**config.mk**
```make
export PLATFORM = sky130hd
export DESIGN_NAME = sreg_serializer
export DESIGN_NICKNAME = d
export VERILOG_FILES = /design/src/rtl/marshalling_pkg.sv /design/src/rtl/sreg_serializer.sv
export SDC_FILE = /design/constraint.sdc
export NUM_CORES = 1
export LEC_CHECK = 0
export ABC_AREA = 1
export CAP_MARGIN = 20
export CORE_AREA = 2 2 48 59
export CTS_BUF_LIST = sky130_fd_sc_hd__clkbuf_8
export CTS_CLUSTER_SIZE = 24
export DETAILED_ROUTE_END_ITERATION = 12
export DIE_AREA = 0 0 50 61
export HOLD_SLACK_MARGIN = 0.1
export PLACE_DENSITY = 0.69
export SLEW_MARGIN = 20
export SYNTH_ARGS = -nofsm -noshare
export SYNTH_HDL_FRONTEND = slang
export SYNTH_SLANG_ARGS = --single-unit
```
**constraint.sdc**
```tcl
create_clock -name clk -period 1.9 [get_ports clk]
set_input_delay 0.38 -clock clk [delete_from_list [all_inputs] [get_ports clk]]
set_output_delay 0.38 -clock clk [all_outputs]
set_load 0.02 [all_outputs]
```
**src/rtl/marshalling_pkg.sv**
```systemverilog
// Shared definitions for the marshalling serializer/deserializer pair.
package marshalling_pkg;
  localparam int BYTE_W = 8;

  typedef enum logic {IDLE, SHIFT} ser_state_t;
endpackage

```
**src/rtl/sreg_serializer.sv**
```systemverilog
// Parallel-to-serial shift register, LSB first, with a one-word holding buffer
// so that consecutive words stream without idle bit-times.
module sreg_serializer
  import marshalling_pkg::*;
#(
  parameter int DATA_W = BYTE_W
) (
  input  logic              clk,
  input  logic              rst,
  input  logic [DATA_W-1:0] byte_in,
  input  logic              byte_valid,
  output logic              byte_ready,
  output logic              serial_out,
  output logic              serial_valid,
  output logic              byte_done,
  output logic              busy
);

  localparam int                CNT_W = $clog2(DATA_W);
  localparam logic [CNT_W-1:0] LAST  = CNT_W'(DATA_W - 1);

  ser_state_t        state_reg, state_next;
  logic [DATA_W-1:0] shreg_reg, shreg_next;
  logic [DATA_W-1:0] hold_reg, hold_next;
  logic              hold_full_reg, hold_full_next;
  logic [CNT_W-1:0]  bitcnt_reg, bitcnt_next;

  logic xfer;
  logic last_bit;

  always_ff @(posedge clk) begin
    if (rst) begin
      state_reg     <= IDLE;
      shreg_reg     <= '0;
      hold_reg      <= '0;
      hold_full_reg <= 1'b0;
      bitcnt_reg    <= '0;
    end else begin
      state_reg     <= state_next;
      shreg_reg     <= shreg_next;
      hold_reg      <= hold_next;
      hold_full_reg <= hold_full_next;
      bitcnt_reg    <= bitcnt_next;
    end
  end

  always_comb begin
    byte_ready = !hold_full_reg && !rst;
    xfer       = byte_valid && !hold_full_reg && !rst;
    last_bit   = (state_reg == SHIFT) && (bitcnt_reg == LAST);
  end

  // Next-word selection: a held word wins over a fresh one at the last bit.
  always_comb begin
    state_next     = state_reg;
    shreg_next     = shreg_reg;
    hold_next      = hold_reg;
    hold_full_next = hold_full_reg;
    bitcnt_next    = bitcnt_reg;
    case (state_reg)
      IDLE: begin
        if (xfer) begin
          shreg_next  = byte_in;
          bitcnt_next = '0;
          state_next  = SHIFT;
        end
      end
      SHIFT: begin
        if (!last_bit) begin
          shreg_next  = shreg_reg >> 1;
          bitcnt_next = bitcnt_reg + CNT_W'(1);
          if (xfer) begin
            hold_next      = byte_in;
            hold_full_next = 1'b1;
          end
        end else if (hold_full_reg) begin
          shreg_next     = hold_reg;
          hold_full_next = 1'b0;
          bitcnt_next    = '0;
        end else if (xfer) begin
          shreg_next  = byte_in;
          bitcnt_next = '0;
        end else begin
          bitcnt_next = '0;
          state_next  = IDLE;
        end
      end
      default: state_next = IDLE;
    endcase
  end

  always_comb begin
    serial_valid = (state_reg == SHIFT);
    serial_out   = serial_valid && shreg_reg[0];
    byte_done    = last_bit;
    busy         = (state_reg == SHIFT) || hold_full_reg;
  end

endmodule

```
Word-level counts from Yosys, hierarchy flattened
Cells that the tools add are included.
W data, S select, Z words.

word-level totals
  bits in registers = 21
  output and inout port bits = 5

cells by class
  add/subtract/negate cells = 1
  equal/unequal tests = 2
  multiplexer cells = 13
  bitwise operators = 2
  reductions and logical operators = 11

operators with widths
  kind                   number
  $mux W8                3
  $pmux W8 S2            1
  $mux W3                2
  $pmux W3 S2            1
  $logic_and A1 B1 Y1    5
  $mux W1                5
  $add A3 B1 Y3 const B  1
  $eq A3 B3 Y1 const B   1
  $reduce_and A3 Y1      1
  $logic_not A1 Y1       2
  $ne A2 B2 Y1 const B   1
  $not A1 Y1             2
  $pmux W1 S2            1
  $reduce_and A2 Y1      1
  $reduce_bool A2 Y1     1
  $logic_or A1 B1 Y1     1

Longest topological paths before layout
  word-level depth = 7
  depth in mapped cells = 8

Worst setup path before layout
Ideal clock, no wire load.

  path kind = reg-to-reg
  start = register bitcnt_reg[0]
  end = register hold_reg[0]
  arrival time = 1.242 ns
  required time = 1.782 ns
  slack = 0.540 ns
  cell stages (with the launch flop) = 8
  period minus slack after synthesis = 1.360 ns
  cells stage by stage = dfxtp_1 > ha_1 > ha_1 > inv_1 > nand2_2 > buf_2 > nor3_1 > nor2_1

between the ends
  longest elaborated chain between the ends = 4

RTL lines
  element                      RTL line               source
  start: declaration           sreg_serializer.sv:26  logic [CNT_W-1:0] bitcnt_reg, bitcnt_next;
  start signal: assignment     sreg_serializer.sv:43  bitcnt_reg <= bitcnt_next;
  $eq A3 B3 Y1                 sreg_serializer.sv:50  last_bit = (state_reg == SHIFT) && (bitcnt_reg == LAST);
  $logic_and A1 B1 Y1          sreg_serializer.sv:50
  $not A1 Y1 (no line)         -
  $reduce_and A3 Y1 (no line)  -
  end signal: assignment       sreg_serializer.sv:41  hold_reg <= hold_next;
  end: declaration             sreg_serializer.sv:24  logic [DATA_W-1:0] hold_reg, hold_next;

No other way between the ends.
A chain may end at the register's enable or synchronous reset.

Worst setup path after layout
  start = register bitcnt_reg[0]
  end = output byte_done

between the ends
  longest elaborated chain between the ends = 2

RTL lines
  element              RTL line               source
  $eq A3 B3 Y1         sreg_serializer.sv:50
  $logic_and A1 B1 Y1  sreg_serializer.sv:50
  end: declaration     sreg_serializer.sv:15  output logic byte_done,

No other way between the ends.

==> results by group <==
Worst setup path
  • WP buf/inv: 2
  • CP max stage delay: 0.33 ns
  • CP endpoint kind: primary output
  • Worst flop-to-flop path endpoint: hold_reg[4]
  • WS Path Type: reg -> out
  • Critical-path top delay cell: dfxtp_1
  • Critical path's most frequent cell: ha_1
  • Reg2reg start: bitcnt_reg[0]
  • Critical path's top delay family: adder cells
  • CP required: 1.52 ns
  • Crit path max fanout: 3
  • Reg2Reg Setup Slack: 0.43 ns
  • CP arrival: 1.43 ns
  • Crit path cell chain: ha_1, ha_1, nand2_1, inv_1, clkdlybuf4s15_1
  • Worst r2r path cells: 7
  • Crit start category: register

Timing
  • F_max: 554 MHz
  • Fin. Hold Viols: 0
  • WHS: 0.466 ns
  • Final worst-path cycle share: 95.1%
  • Unrepaired setup endpoints after global routing: no
  • Slew Limit Fails: 0
  • # setup viols final: 0
  • Tmin final: 1.81 ns
  • Relative slew slack: 76.7%
  • Final clock skew: 0.00416 ns
  • Worst-Margin Slew: 0.349 ns

Yosys
  • Post-synthesis sequential area ratio: 40.0%
  • Synth Cell Area: 0.00105 sq mm
  • Net Count, Synth: 173
  • Mean Syn Cell Area: 6.58 sq um
  • Post-synth EDFFs: 0
  • Dominant cells by area after synthesis: dfxtp_1, inv_1, nor2_1
  • Synthesis Warnings: 0
  • Synth top area share: 40.0%
  • Top-count cell post-synth: inv_1
  • Top cell type by total area after synthesis: dfxtp_1
  • Yosys cell types: 17
  • Asr flop ratio synth: 0%
  • Synth top cells by count: inv_1, nor2_1, dfxtp_1, nand3_1, nand2_1
  • #FFs+latches synth: 21
  • Ys flop type: dfxtp_1
  • Cells after synthesis: 160

Route
  • Vias: 1024
  • Remaining routing DRC violations: 0
  • Post-route ant nets: 0
  • Met1 wire length: 1.07 mm
  • Total wire length: 2.36 mm
  • Met3 WL post-DR: 94 um
  • Via density per instance: 4.81
  • Max Used Layer: met4
  • DRT Pass-1 Iters: 4
  • Routed wl met2: 1.13 mm
  • Wire length per cell: 11.1 um
  • Initial DRC Count: 16

Placement
  • Routability cong.: 0.791
  • HPWL Detailed: 1.60 mm
  • Placed cells: 209
  • Port Buffers: 15
  • Area after DPL: 0.00126 sq mm

Min path
  • Hold EP: bitcnt_reg[0]
  • HP Start: bitcnt_reg[0]
  • Hold/Removal Path Class: reg -> reg
  • Min-Delay Path Depth: 1

Global routing
  • Grt total ovfl: 0
  • Overall routing resource usage: 17.0%
  • First-pass GRT wire length: 3.85 mm
  • Vias in the first global route: 896
  • Antenna violations before repair: 0
  • Largest net degree at the start of global routing: 15

Clock network
  • H-tree levels: 1
  • Hold_buf cts: 0
  • Setup Buffers After CTS: 0
  • CTS max path bufs: 2
  • Clock sinks: 21
  • Worst-Skew Late Latency: 0.27 ns
  • Clk slew on worst S/H paths: 0.08 ns
  • Clock buffer count from CTS: 3
  • CTS tree: built
  • Clock Tree Root: clkbuf_8

Die
  • Die ar.: 0.00305 sq mm
  • Die width: 50 um
  • I/O Pins: 16
  • Initial Utilization: 42.5%
  • Num rows: 20
  • Chip Height: 61 um
  • Core area: 0.00248 sq mm

Power
  • Cell Pwr Density: 738 mW/mm^2
  • Worst-case vdd ir drop: 0.529 mV
  • Clk pwr share: 31.4%
  • Seq pwr share: 50.2%
  • Cell Int Power: 693 uW
  • Comb power frac: 18.4%
  • Leak: 0.000593 uW
  • Net Sw Power: 275 uW
  • Switching part of the total: 28.4%

Finish
  • Ant. Diodes: 0
  • Layout Cells excl Fill: 213
  • Fillers: 230
  • Net count, final: 194
  • Post-route design area: 0.00131 sq mm
  • Fraction of layout cells with a size suffix above 1: 9.44%
  • P&R area growth vs syn: 24.7%

Run status
  • Status: completed

Run
  • Max Cap Viol: 0
## layer usage
metal  GRT usage (%)  vias up
li1                -      544
met1            19.6      456
met2            29.7       17
met3            2.96        7
met4            10.3        0
met5               0        -
## power groups by stage
stage / sequential [uW] / clock, uW / combinational, uW
after detailed placement: 496 / 0 / 180
after floorplan: 492 / 0 / 110
after global placement: 494 / 0 / 176
final: 486 / 304 / 178
after CTS: 486 / 304 / 180
after global routing: 490 / 317 / 198
## cell type report
type | instances | area [sq um] | share of cell area [%]
well taps | 33 | 41.3 | 3.15
flip-flops and latches | 21 | 423 | 32.2
clock buffers | 3 | 41.3 | 3.15
clock inverters | 1 | 5.00 | 0.381
repair buffers | 22 | 204 | 15.5
multi-input cells | 103 | 485 | 37.0
inverters | 30 | 113 | 8.58
## worst max path at each step
stage / end / from / cells after the start
after floorplan: hold_reg[0] / bitcnt_reg[0] / 7
after global placement: byte_ready / rst / 3
after detailed placement: byte_ready / rst / 3
after CTS: busy / hold_full_reg / 3
after global routing: byte_done / bitcnt_reg[0] / 5
final: byte_done / bitcnt_reg[0] / 5
## kinds of logic after synthesis
| family | count (synthesis) | share of synthesized area, % |
|---|---|---|
| buffers and inverters | 36 | 13.9 |
| adder cells (fa/ha/maj) | 2 | 2.38 |
| AO/OA/AOI/OAI | 24 | 11.4 |
| flip-flops | 21 | 40.0 |
| AND/OR/NAND/NOR | 77 | 32.3 |
## placed cells by master, fill, tap and decap left out, drive strengths merged, types with 2 or more instances in the layout
cell           instances
o21ai                 12
nand2                 17
inv                   30
clkdlybuf4s50         12
nand3                 21
nor2                  31
ha                     2
nor3                   8
a21oi                 12
dfxtp                 21
clkbuf                 3
buf                    7
## stage by stage
stage | setup TNS [ns] | util (%) | setup WS (ns) | power (uW)
finish | 0 | 53.0 | 0.0937 | 968
global route | 0 | 53.0 | 0.00987 | 1000
CTS | 0 | 52.8 | 0.0164 | 970
detailed placement | -0.0265 | 51.0 | -0.0265 | 675
global placement | -0.0309 | 51.0 | -0.0309 | 671
floorplan | 0 | - | 0.540 | 601
## timing repair
| item | CTS | global route |
|---|---|---|
| gates resized for setup | 3 | 3 |
| pin swaps | 0 | 0 |
| setup endpoints to repair | 3 | 2 |
| endpoints found under the hold margin | 0 | 0 |
No activity file was read; power rests on OpenSTA's default activity.
